File: src/rtl/fft_twiddle_mult_pkg.sv
`default_nettype none
// ============================================================================
//  Module      : fft_twiddle_mult_pkg
//  Description : Shared constants and helpers for the FFT twiddle-multiply
//                stage. It sets the default word width and FFT size, and
//                defines the rounding constant, the saturation bounds and the
//                stage-index clamp.
//  Ports       : none (package)
//  Revision    : 1.0  initial release
// ============================================================================
package fft_twiddle_mult_pkg;

  // Default sample/twiddle width (Q1.(WIDTH-1)) and log2 of the FFT size.
  localparam int c_width_dflt  = 16;
  localparam int c_n_log2_dflt = 10;

  // Width of the stage-index field on the interface.
  localparam int c_stage_w = 4;

  // Half an LSB of the final Q1.(w-1) result, expressed at product scale.
  // Adding it before the arithmetic shift gives round-half-up.
  function automatic longint f_round_c(input int w);
    return longint'(1) << (w - 2);
  endfunction

  // Largest positive w-bit two's-complement value.
  function automatic longint f_sat_max(input int w);
    return (longint'(1) << (w - 1)) - longint'(1);
  endfunction

  // Most negative w-bit two's-complement value.
  function automatic longint f_sat_min(input int w);
    return -(longint'(1) << (w - 1));
  endfunction

  // Out-of-range stage indices map to the last stage.
  function automatic logic [c_stage_w-1:0] f_clamp_stage(
    input logic [c_stage_w-1:0] s,
    input int                   max_s
  );
    if (int'(s) > max_s) begin
      return c_stage_w'(max_s);
    end
    return s;
  endfunction

endpackage : fft_twiddle_mult_pkg
`default_nettype wire

File: src/rtl/fft_twiddle_mult_cmul_round.sv
`default_nettype none
// ============================================================================
//  Module      : fft_twiddle_mult_cmul_round
//  Description : Two-stage complex multiplier with rounding and saturation.
//                Stage 1 registers the four partial products. Stage 2
//                registers the add/sub result after round-half-up and a clip
//                to the WIDTH-bit signed range. A valid bit runs alongside the
//                data, and the latency is fixed at 2 cycles.
//  Ports       :
//    clk      in   clock, rising edge
//    rst      in   synchronous active-high reset
//    valid_i  in   operand qualifier
//    a_re_i   in   sample real part      (signed WIDTH)
//    a_im_i   in   sample imaginary part (signed WIDTH)
//    b_re_i   in   twiddle real part     (signed WIDTH)
//    b_im_i   in   twiddle imag part     (signed WIDTH)
//    valid_o  out  result qualifier
//    re_o     out  rounded/saturated real part      (signed WIDTH)
//    im_o     out  rounded/saturated imaginary part (signed WIDTH)
//  Revision    : 1.0  initial release
// ============================================================================
module fft_twiddle_mult_cmul_round
  import fft_twiddle_mult_pkg::*;
#(
  parameter int WIDTH = c_width_dflt
) (
  input  logic                    clk,
  input  logic                    rst,
  input  logic                    valid_i,
  input  logic signed [WIDTH-1:0] a_re_i,
  input  logic signed [WIDTH-1:0] a_im_i,
  input  logic signed [WIDTH-1:0] b_re_i,
  input  logic signed [WIDTH-1:0] b_im_i,
  output logic                    valid_o,
  output logic signed [WIDTH-1:0] re_o,
  output logic signed [WIDTH-1:0] im_o
);

  localparam int c_pw = 2 * WIDTH;   // product width
  localparam int c_sw = c_pw + 1;    // sum width, holds any ac-bd / ad+bc

  localparam logic signed [c_sw-1:0] c_round   = c_sw'(f_round_c(WIDTH));
  localparam logic signed [c_sw-1:0] c_sat_max = c_sw'(f_sat_max(WIDTH));
  localparam logic signed [c_sw-1:0] c_sat_min = c_sw'(f_sat_min(WIDTH));

  // Clip a shifted sum to the output range.
  function automatic logic signed [WIDTH-1:0] f_sat(
    input logic signed [c_sw-1:0] x
  );
    if (x > c_sat_max) begin
      return c_sat_max[WIDTH-1:0];
    end else if (x < c_sat_min) begin
      return c_sat_min[WIDTH-1:0];
    end
    return x[WIDTH-1:0];
  endfunction

  // --------------------------------------------------------------------------
  // P2: partial products
  // --------------------------------------------------------------------------
  logic signed [c_pw-1:0] ac_q;
  logic signed [c_pw-1:0] bd_q;
  logic signed [c_pw-1:0] ad_q;
  logic signed [c_pw-1:0] bc_q;
  logic                   v2_q;

  always_ff @(posedge clk) begin
    if (rst) begin
      ac_q <= '0;
      bd_q <= '0;
      ad_q <= '0;
      bc_q <= '0;
      v2_q <= 1'b0;
    end else begin
      // Widen before multiplying so the full product is kept.
      ac_q <= c_pw'(a_re_i) * c_pw'(b_re_i);
      bd_q <= c_pw'(a_im_i) * c_pw'(b_im_i);
      ad_q <= c_pw'(a_re_i) * c_pw'(b_im_i);
      bc_q <= c_pw'(a_im_i) * c_pw'(b_re_i);
      v2_q <= valid_i;
    end
  end

  // --------------------------------------------------------------------------
  // P3: add/sub, round, saturate
  // --------------------------------------------------------------------------
  logic signed [c_sw-1:0]  w_re_rnd;
  logic signed [c_sw-1:0]  w_im_rnd;
  logic signed [c_sw-1:0]  w_re_shr;
  logic signed [c_sw-1:0]  w_im_shr;
  logic signed [WIDTH-1:0] w_re_sat;
  logic signed [WIDTH-1:0] w_im_sat;

  always_comb begin
    w_re_rnd = c_sw'(ac_q) - c_sw'(bd_q) + c_round;
    w_im_rnd = c_sw'(ad_q) + c_sw'(bc_q) + c_round;
    // An arithmetic shift floors toward -inf, so with the added half-LSB
    // the result rounds half up.
    w_re_shr = w_re_rnd >>> (WIDTH - 1);
    w_im_shr = w_im_rnd >>> (WIDTH - 1);
    w_re_sat = f_sat(w_re_shr);
    w_im_sat = f_sat(w_im_shr);
  end

  always_ff @(posedge clk) begin
    if (rst) begin
      valid_o <= 1'b0;
      re_o    <= '0;
      im_o    <= '0;
    end else begin
      valid_o <= v2_q;
      re_o    <= w_re_sat;
      im_o    <= w_im_sat;
    end
  end

endmodule : fft_twiddle_mult_cmul_round
`default_nettype wire

File: src/rtl/fft_twiddle_mult.sv
`default_nettype none
// ============================================================================
//  Module      : fft_twiddle_mult
//  Description : Twiddle-multiply stage of a radix-2 DIT FFT.
//                - Counts butterflies within the current stage.
//                - Drives the twiddle ROM address combinationally.
//                - Registers the sample together with the returned twiddle
//                  (P1).
//                - Multiplies, rounds and saturates in the cmul_round sub-unit
//                  (P2/P3).
//                Latency is fixed at 3 cycles. There is no backpressure.
//  Ports       :
//    clk       in   clock, rising edge
//    rst       in   synchronous active-high reset
//    in_valid  in   sample qualifier
//    in_first  in   first sample of a stage (only meaningful with in_valid)
//    in_stage  in   stage index, clamped to N_LOG2-1
//    in_re     in   sample real part      (signed WIDTH)
//    in_im     in   sample imaginary part (signed WIDTH)
//    tw_addr   out  twiddle ROM address (combinational)
//    tw_re     in   twiddle cos term from the ROM
//    tw_im     in   twiddle -sin term from the ROM
//    out_valid out  result qualifier
//    out_re    out  product real part      (signed WIDTH)
//    out_im    out  product imaginary part (signed WIDTH)
//  Revision    : 1.0  initial release
// ============================================================================
module fft_twiddle_mult
  import fft_twiddle_mult_pkg::*;
#(
  parameter int WIDTH  = c_width_dflt,
  parameter int N_LOG2 = c_n_log2_dflt
) (
  input  logic                    clk,
  input  logic                    rst,
  input  logic                    in_valid,
  input  logic                    in_first,
  input  logic [c_stage_w-1:0]    in_stage,
  input  logic signed [WIDTH-1:0] in_re,
  input  logic signed [WIDTH-1:0] in_im,
  output logic [N_LOG2-1:0]       tw_addr,
  input  logic signed [WIDTH-1:0] tw_re,
  input  logic signed [WIDTH-1:0] tw_im,
  output logic                    out_valid,
  output logic signed [WIDTH-1:0] out_re,
  output logic signed [WIDTH-1:0] out_im
);

  localparam int c_jw = N_LOG2 - 1;   // butterfly counter width

  // --------------------------------------------------------------------------
  // Butterfly counter / stage control
  // --------------------------------------------------------------------------
  logic [c_stage_w-1:0] stg_q;
  logic [c_stage_w-1:0] stg_d;
  logic [c_jw-1:0]      j_q;
  logic [c_jw-1:0]      j_d;

  logic                 w_first;
  logic [c_stage_w-1:0] w_stg_eff;
  logic [c_stage_w-1:0] w_shift;
  logic [c_jw-1:0]      w_j_eff;
  logic [c_jw-1:0]      w_mask;
  logic [c_jw-1:0]      w_j_next;

  always_comb begin
    w_first = in_valid & in_first;

    // A first-of-stage sample uses the new stage and j=0 in the same cycle,
    // so the ROM address is already correct for that sample.
    w_stg_eff = w_first ? f_clamp_stage(in_stage, N_LOG2 - 1) : stg_q;
    w_j_eff   = w_first ? '0 : j_q;

    // The stage has m = 2^stg butterflies, so the count wraps at m.
    w_mask   = c_jw'((32'd1 << w_stg_eff) - 32'd1);
    w_j_next = (w_j_eff + c_jw'(1)) & w_mask;

    stg_d = stg_q;
    j_d   = j_q;
    if (in_valid) begin
      stg_d = w_stg_eff;
      j_d   = w_j_next;
    end

    // k = j * N/2^(stg+1). j < 2^stg always holds, so the shifted value fits
    // in N_LOG2-1 bits and the MSB stays zero.
    w_shift = c_stage_w'(c_jw) - w_stg_eff;
    tw_addr = {1'b0, c_jw'(w_j_eff << w_shift)};
  end

  always_ff @(posedge clk) begin
    if (rst) begin
      stg_q <= '0;
      j_q   <= '0;
    end else begin
      stg_q <= stg_d;
      j_q   <= j_d;
    end
  end

  // --------------------------------------------------------------------------
  // P1: sample + twiddle capture
  // --------------------------------------------------------------------------
  logic signed [WIDTH-1:0] a_re_q;
  logic signed [WIDTH-1:0] a_im_q;
  logic signed [WIDTH-1:0] b_re_q;
  logic signed [WIDTH-1:0] b_im_q;
  logic                    v1_q;

  always_ff @(posedge clk) begin
    if (rst) begin
      a_re_q <= '0;
      a_im_q <= '0;
      b_re_q <= '0;
      b_im_q <= '0;
      v1_q   <= 1'b0;
    end else begin
      a_re_q <= in_re;
      a_im_q <= in_im;
      b_re_q <= tw_re;
      b_im_q <= tw_im;
      v1_q   <= in_valid;
    end
  end

  // --------------------------------------------------------------------------
  // P2/P3: complex multiply, round, saturate
  // --------------------------------------------------------------------------
  fft_twiddle_mult_cmul_round #(
    .WIDTH (WIDTH)
  ) u_cmul (
    .clk     (clk),
    .rst     (rst),
    .valid_i (v1_q),
    .a_re_i  (a_re_q),
    .a_im_i  (a_im_q),
    .b_re_i  (b_re_q),
    .b_im_i  (b_im_q),
    .valid_o (out_valid),
    .re_o    (out_re),
    .im_o    (out_im)
  );

endmodule : fft_twiddle_mult
`default_nettype wire

File: config.mk
export PLATFORM = sky130hd
export DESIGN_NAME = fft_twiddle_mult
export DESIGN_NICKNAME = d
export VERILOG_FILES = /design/src/rtl/fft_twiddle_mult_pkg.sv /design/src/rtl/fft_twiddle_mult_cmul_round.sv /design/src/rtl/fft_twiddle_mult.sv
export SDC_FILE = /design/constraint.sdc
export NUM_CORES = 2
export LEC_CHECK = 0
export CORE_ASPECT_RATIO = 0.75
export CORE_UTILIZATION = 28
export DETAILED_ROUTE_END_ITERATION = 12
export PLACE_DENSITY = 0.42
export SLEW_MARGIN = 20
export SYNTH_ARGS = -nofsm -noshare
export SYNTH_HDL_FRONTEND = slang
export SYNTH_HIERARCHICAL = 1
export SYNTH_SLANG_ARGS = --single-unit
File: constraint.sdc
create_clock -name clk -period 6.7 [get_ports clk]
set_input_delay 0.67 -clock clk [delete_from_list [all_inputs] [get_ports clk]]
set_output_delay 0.67 -clock clk [all_outputs]
set_load 0.005 [all_outputs]
==> impl_metrics.py <==
metrics = {
    "global_routing": {
        "grt_pass1_wl_um": 235000,
        "antenna_found_initial": 17,
        "grt_pass1_vias": 38939,
        "overflow": 0,
        "grt_usage": 0.170,
        "grt_max_degree": 67,
    },
    "power": {
        "clkPwrFrac": 0.157,
        "p_sw_frac": 0.484,
        "intPower_uw": 7390,
        "pwr-share-comb": 0.695,
        "pwr-share-seq": 0.148,
        "powerDensity_mw_per_mm2": 254,
        "switchingPower_uw": 6940,
        "ir_worst_vdd_uv": 184,
        "power.leakage_uw": 0.0284,
    },
    "setup_path": {
        "cpMostUsedCell": "fa_1",
        "reg2reg_depth": 20,
        "end_kind": "flip-flop",
        "path_max_fanout": 14,
        "r2r-end": "u_cmul/bc_q[28]$_SDFF_PP0_",
        "critPathKind": "flip-flop to flip-flop",
        "cp-start-kind": "flip-flop",
        "worst_path_max_delay_cell": "fa_1",
        "max_stage_delay_ps": 570,
        "worst_r2r_startpoint": "b_re_q[1]$_SDFF_PP0_",
        "path_cells": "buf_12 > buf_4 > nand2_1 > fa_1 > fa_1 > fa_1 > fa_1 > inv_1 > fa_1 > fa_1 > ha_1 > nand3_1 > o311a_1 > nor3_1 > buf_4 > o41ai_1 > buf_4 > o21ai_0 > xnor2_1 > nor2_1",
        "required_ps": 7190,
        "r2r_setup_slack_ps": 340,
        "cp.arrival_ps": 6850,
    },
    "clock_network": {
        "cts_inserted_buffers": 38,
        "clock_latency_ps": 630,
        "clk_path_buf_depth": 3,
        "htreeDepth": 2,
        "clock_sinks": 240,
        "cts_tree": "yes",
        "cts_setup_buffers": 0,
        "clkTransAtPathRegs_ps": 60,
        "cts-root-buf": "clkbuf_16",
    },
    "cells_and_area": {
        "finalNonFillerCells": 7972,
        "fin_area_mm2": 0.0564,
        "layout.nets": 7156,
        "antenna_cells": 0,
        "drive_above_1_share": 0.0554,
        "layout-area-overhead-vs-synth_pct": 12.7,
    },
    "synth": {
        "syn_nets": 7054,
        "yosys_warnings": 6,
        "synth_cell_types": 91,
        "ys_ff_latch": 240,
        "synth_edf_count": 0,
        "synth.avg_cell_area_um2": 9.13,
        "synthCells": 5481,
        "synthTopCellsByArea": "fa_1, ha_1, dfxtp_1",
        "synth.top_cell.area_share": 0.419,
        "synth-async-reset-ratio": 0,
        "synthFlopType": "dfxtp_1",
        "seq_area_frac_synth": 0.0961,
        "synth_top_cell_by_area": "fa_1",
        "syn_area_mm2": 0.0500,
    },
    "route": {
        "ant_nets": 0,
        "dr.pass1.iters": 5,
        "wirelength_um": 148000,
        "vias": 35975,
        "drt-initial-drc-count": 1937,
        "via_per_inst": 4.51,
        "drc": 0,
        "wl_per_cell_um": 18.5,
    },
    "sta": {
        "worst_pin_slew_ps": 863,
        "skew_ps": 34.9,
        "report.final.slew_viol_count": 0,
        "fin_tns_setup_ps": 0,
        "finalSetupViolCount": 0,
        "slew_headroom": 0.420,
        "final.period_utilization": 0.950,
        "hold_viol_final": 0,
        "rsz0062_at_grt": "no",
        "fin_crit_ps": 6360,
        "max_freq_mhz": 157,
        "fin_ws_ps": 336,
    },
    "placement": {
        "place_inst": 7905,
        "place_ws_ps": 98.5,
        "io_buffers": 113,
        "gp_routability_congestion": 0.841,
        "placement.cell_area_mm2": 0.0550,
        "dpl.hpwl_um": 124000,
    },
    "floorplan": {
        "row_count": 133,
        "die-area_mm2": 0.180,
        "die_x_um": 490,
        "start_util": 0.284,
        "die_h_um": 368,
        "core_mm2": 0.176,
        "ios": 115,
    },
    "min_path": {
        "hp-class": "input port to flip-flop",
        "worst_hold_path.num_cells": 2,
        "holdPathEnd": "u_cmul/v2_q$_SDFF_PP0_",
        "hold_start": "rst",
    },
    "flow_run": {
        "drv_cap": 0,
    },
    "status": {
        "status": "finished, final reports clean",
    },
}
-- worst max-delay path: cells and delay by family, from the launching register on --
kind	cells	cell delay (ps)
flip-flops	1	350
buffers and inverters	5	840
AND/OR/NAND/NOR	4	770
XOR/XNOR	1	150
adder cells (fa/ha/maj)	7	3370
AO/OA/AOI/OAI	3	720
-- cells by family (layout without fill, tap and decap cells) --
family,count (synthesis),after routing,synth area share
xor+xnor,152,152,0.0268
flops,240,240,0.0961
fa+ha+maj,1501,1501,0.533
simple gates,1599,1599,0.161
buf+inv,1454,1583,0.110
compound gates,517,517,0.0696
mux,17,17,0.00363
other cells,1,1,0.0000750
-- worst max path at each step --
stage	slack, ps	startpoint	endpoint	depth (start not counted)
detailed placement	100	a_re_q[8]$_SDFF_PP0_	u_cmul/ad_q[29]$_SDFF_PP0_	21
finish	340	b_re_q[1]$_SDFF_PP0_	u_cmul/bc_q[28]$_SDFF_PP0_	20
global placement	150	b_im_q[4]$_SDFF_PP0_	u_cmul/ad_q[28]$_SDFF_PP0_	23
floorplan	680	a_im_q[15]$_SDFF_PP0_	u_cmul/bc_q[31]$_SDFF_PP0_	18
global route	10	b_im_q[1]$_SDFF_PP0_	u_cmul/bd_q[29]$_SDFF_PP0_	23
CTS	80	a_re_q[8]$_SDFF_PP0_	u_cmul/ad_q[29]$_SDFF_PP0_	19
-- per-layer routing --
metal,GRT usage,part of all wire,up-vias
li1,-,-,16740
met1,0.254,0.50,18467
met2,0.255,0.43,662
met3,0.0274,0.051,104
met4,0.0332,0.018,2
met5,0,0.000061,-
-- cell usage after synthesis, types with 5 or more instances --
| cell | instances |
|---|---|
| nor3b_1 | 11 |
| o311ai_0 | 5 |
| inv_1 | 1212 |
| ha_1 | 453 |
| xor2_1 | 39 |
| o21bai_1 | 20 |
| o21ai_1 | 12 |
| dfxtp_1 | 240 |
| buf_2 | 9 |
| a311oi_1 | 5 |
| o21ai_0 | 76 |
| or3_1 | 15 |
| nor3_1 | 50 |
| and2_1 | 503 |
| mux2_2 | 9 |
| nand2b_1 | 34 |
| a21o_1 | 99 |
| and3_1 | 28 |
| o41ai_1 | 6 |
| xnor2_1 | 112 |
| o31ai_1 | 14 |
| a21boi_0 | 7 |
| a31oi_1 | 18 |
| nand2_1 | 560 |
| a31o_2 | 5 |
| a211oi_1 | 23 |
| buf_1 | 5 |
| mux2i_1 | 8 |
| a21oi_1 | 134 |
| nand3_1 | 44 |
| buf_6 | 5 |
| nor2_1 | 205 |
| nand4_1 | 19 |
| a211o_1 | 9 |
| or4_1 | 5 |
| o21a_1 | 13 |
| fa_1 | 1048 |
| nor2b_1 | 100 |
| o211ai_1 | 11 |
| clkbuf_1 | 217 |
| nor4_1 | 5 |
-- cell usage in the layout (no fill, tap or decap), types with 50 or more instances in the layout --
| cell type | netlist | layout |
|---|---|---|
| a21o_1 | 99 | 99 |
| a21oi_1 | 134 | 133 |
| and2_1 | 503 | 503 |
| buf_4 | 3 | 157 |
| clkdlybuf4s50_1 | 0 | 112 |
| dfxtp_1 | 240 | 230 |
| fa_1 | 1048 | 1046 |
| ha_1 | 453 | 453 |
| inv_1 | 1212 | 1212 |
| nand2_1 | 560 | 560 |
| nor2_1 | 205 | 205 |
| nor2b_1 | 100 | 100 |
| nor3_1 | 50 | 50 |
| o21ai_0 | 76 | 75 |
| xnor2_1 | 112 | 112 |
-- sequential cells by signal, indices dropped and copies added (netlist names), 32 cells and up --
signal       count
u_cmul/ac_q     32
u_cmul/ad_q     32
u_cmul/bc_q     32
u_cmul/bd_q     32
-- layout make-up --
class / count / area, µm²
clock buffers: 46 / 1030
clock inverters: 21 / 314
fillers: 18724 / 120000
inverters: 1213 / 4560
multi-input cells: 3787 / 39700
flip-flops and latches: 240 / 4820
well taps: 2362 / 2960
repair buffers: 303 / 2970
-- repair_timing --
action | 4_1_cts | 5_1_grt
hold buffers | 0 | 0
resized for setup | 0 | 22
setup endpoints to repair | 0 | 18
-- metrics by stage --
stage / util / total power (µW) / hold WS (ps)
2_1_floorplan: - / 9120 / 414
3_3_place_gp: 0.312 / 12200 / 425
3_5_place_dp: 0.312 / 12200 / 429
4_1_cts: 0.319 / 14600 / 348
5_1_grt: 0.320 / 16000 / 376
6_report: 0.320 / 14300 / 377
-- power by group through the flow --
stage	registers (µW)	logic [µW]	clock network (µW)
2_1_floorplan	1940	7180	0
3_3_place_gp	2160	10000	0
3_5_place_dp	2150	10000	0
4_1_cts	2130	10100	2340
5_1_grt	2150	11400	2390
6_report	2130	9960	2240
Power figures use the tool's default switching activity.
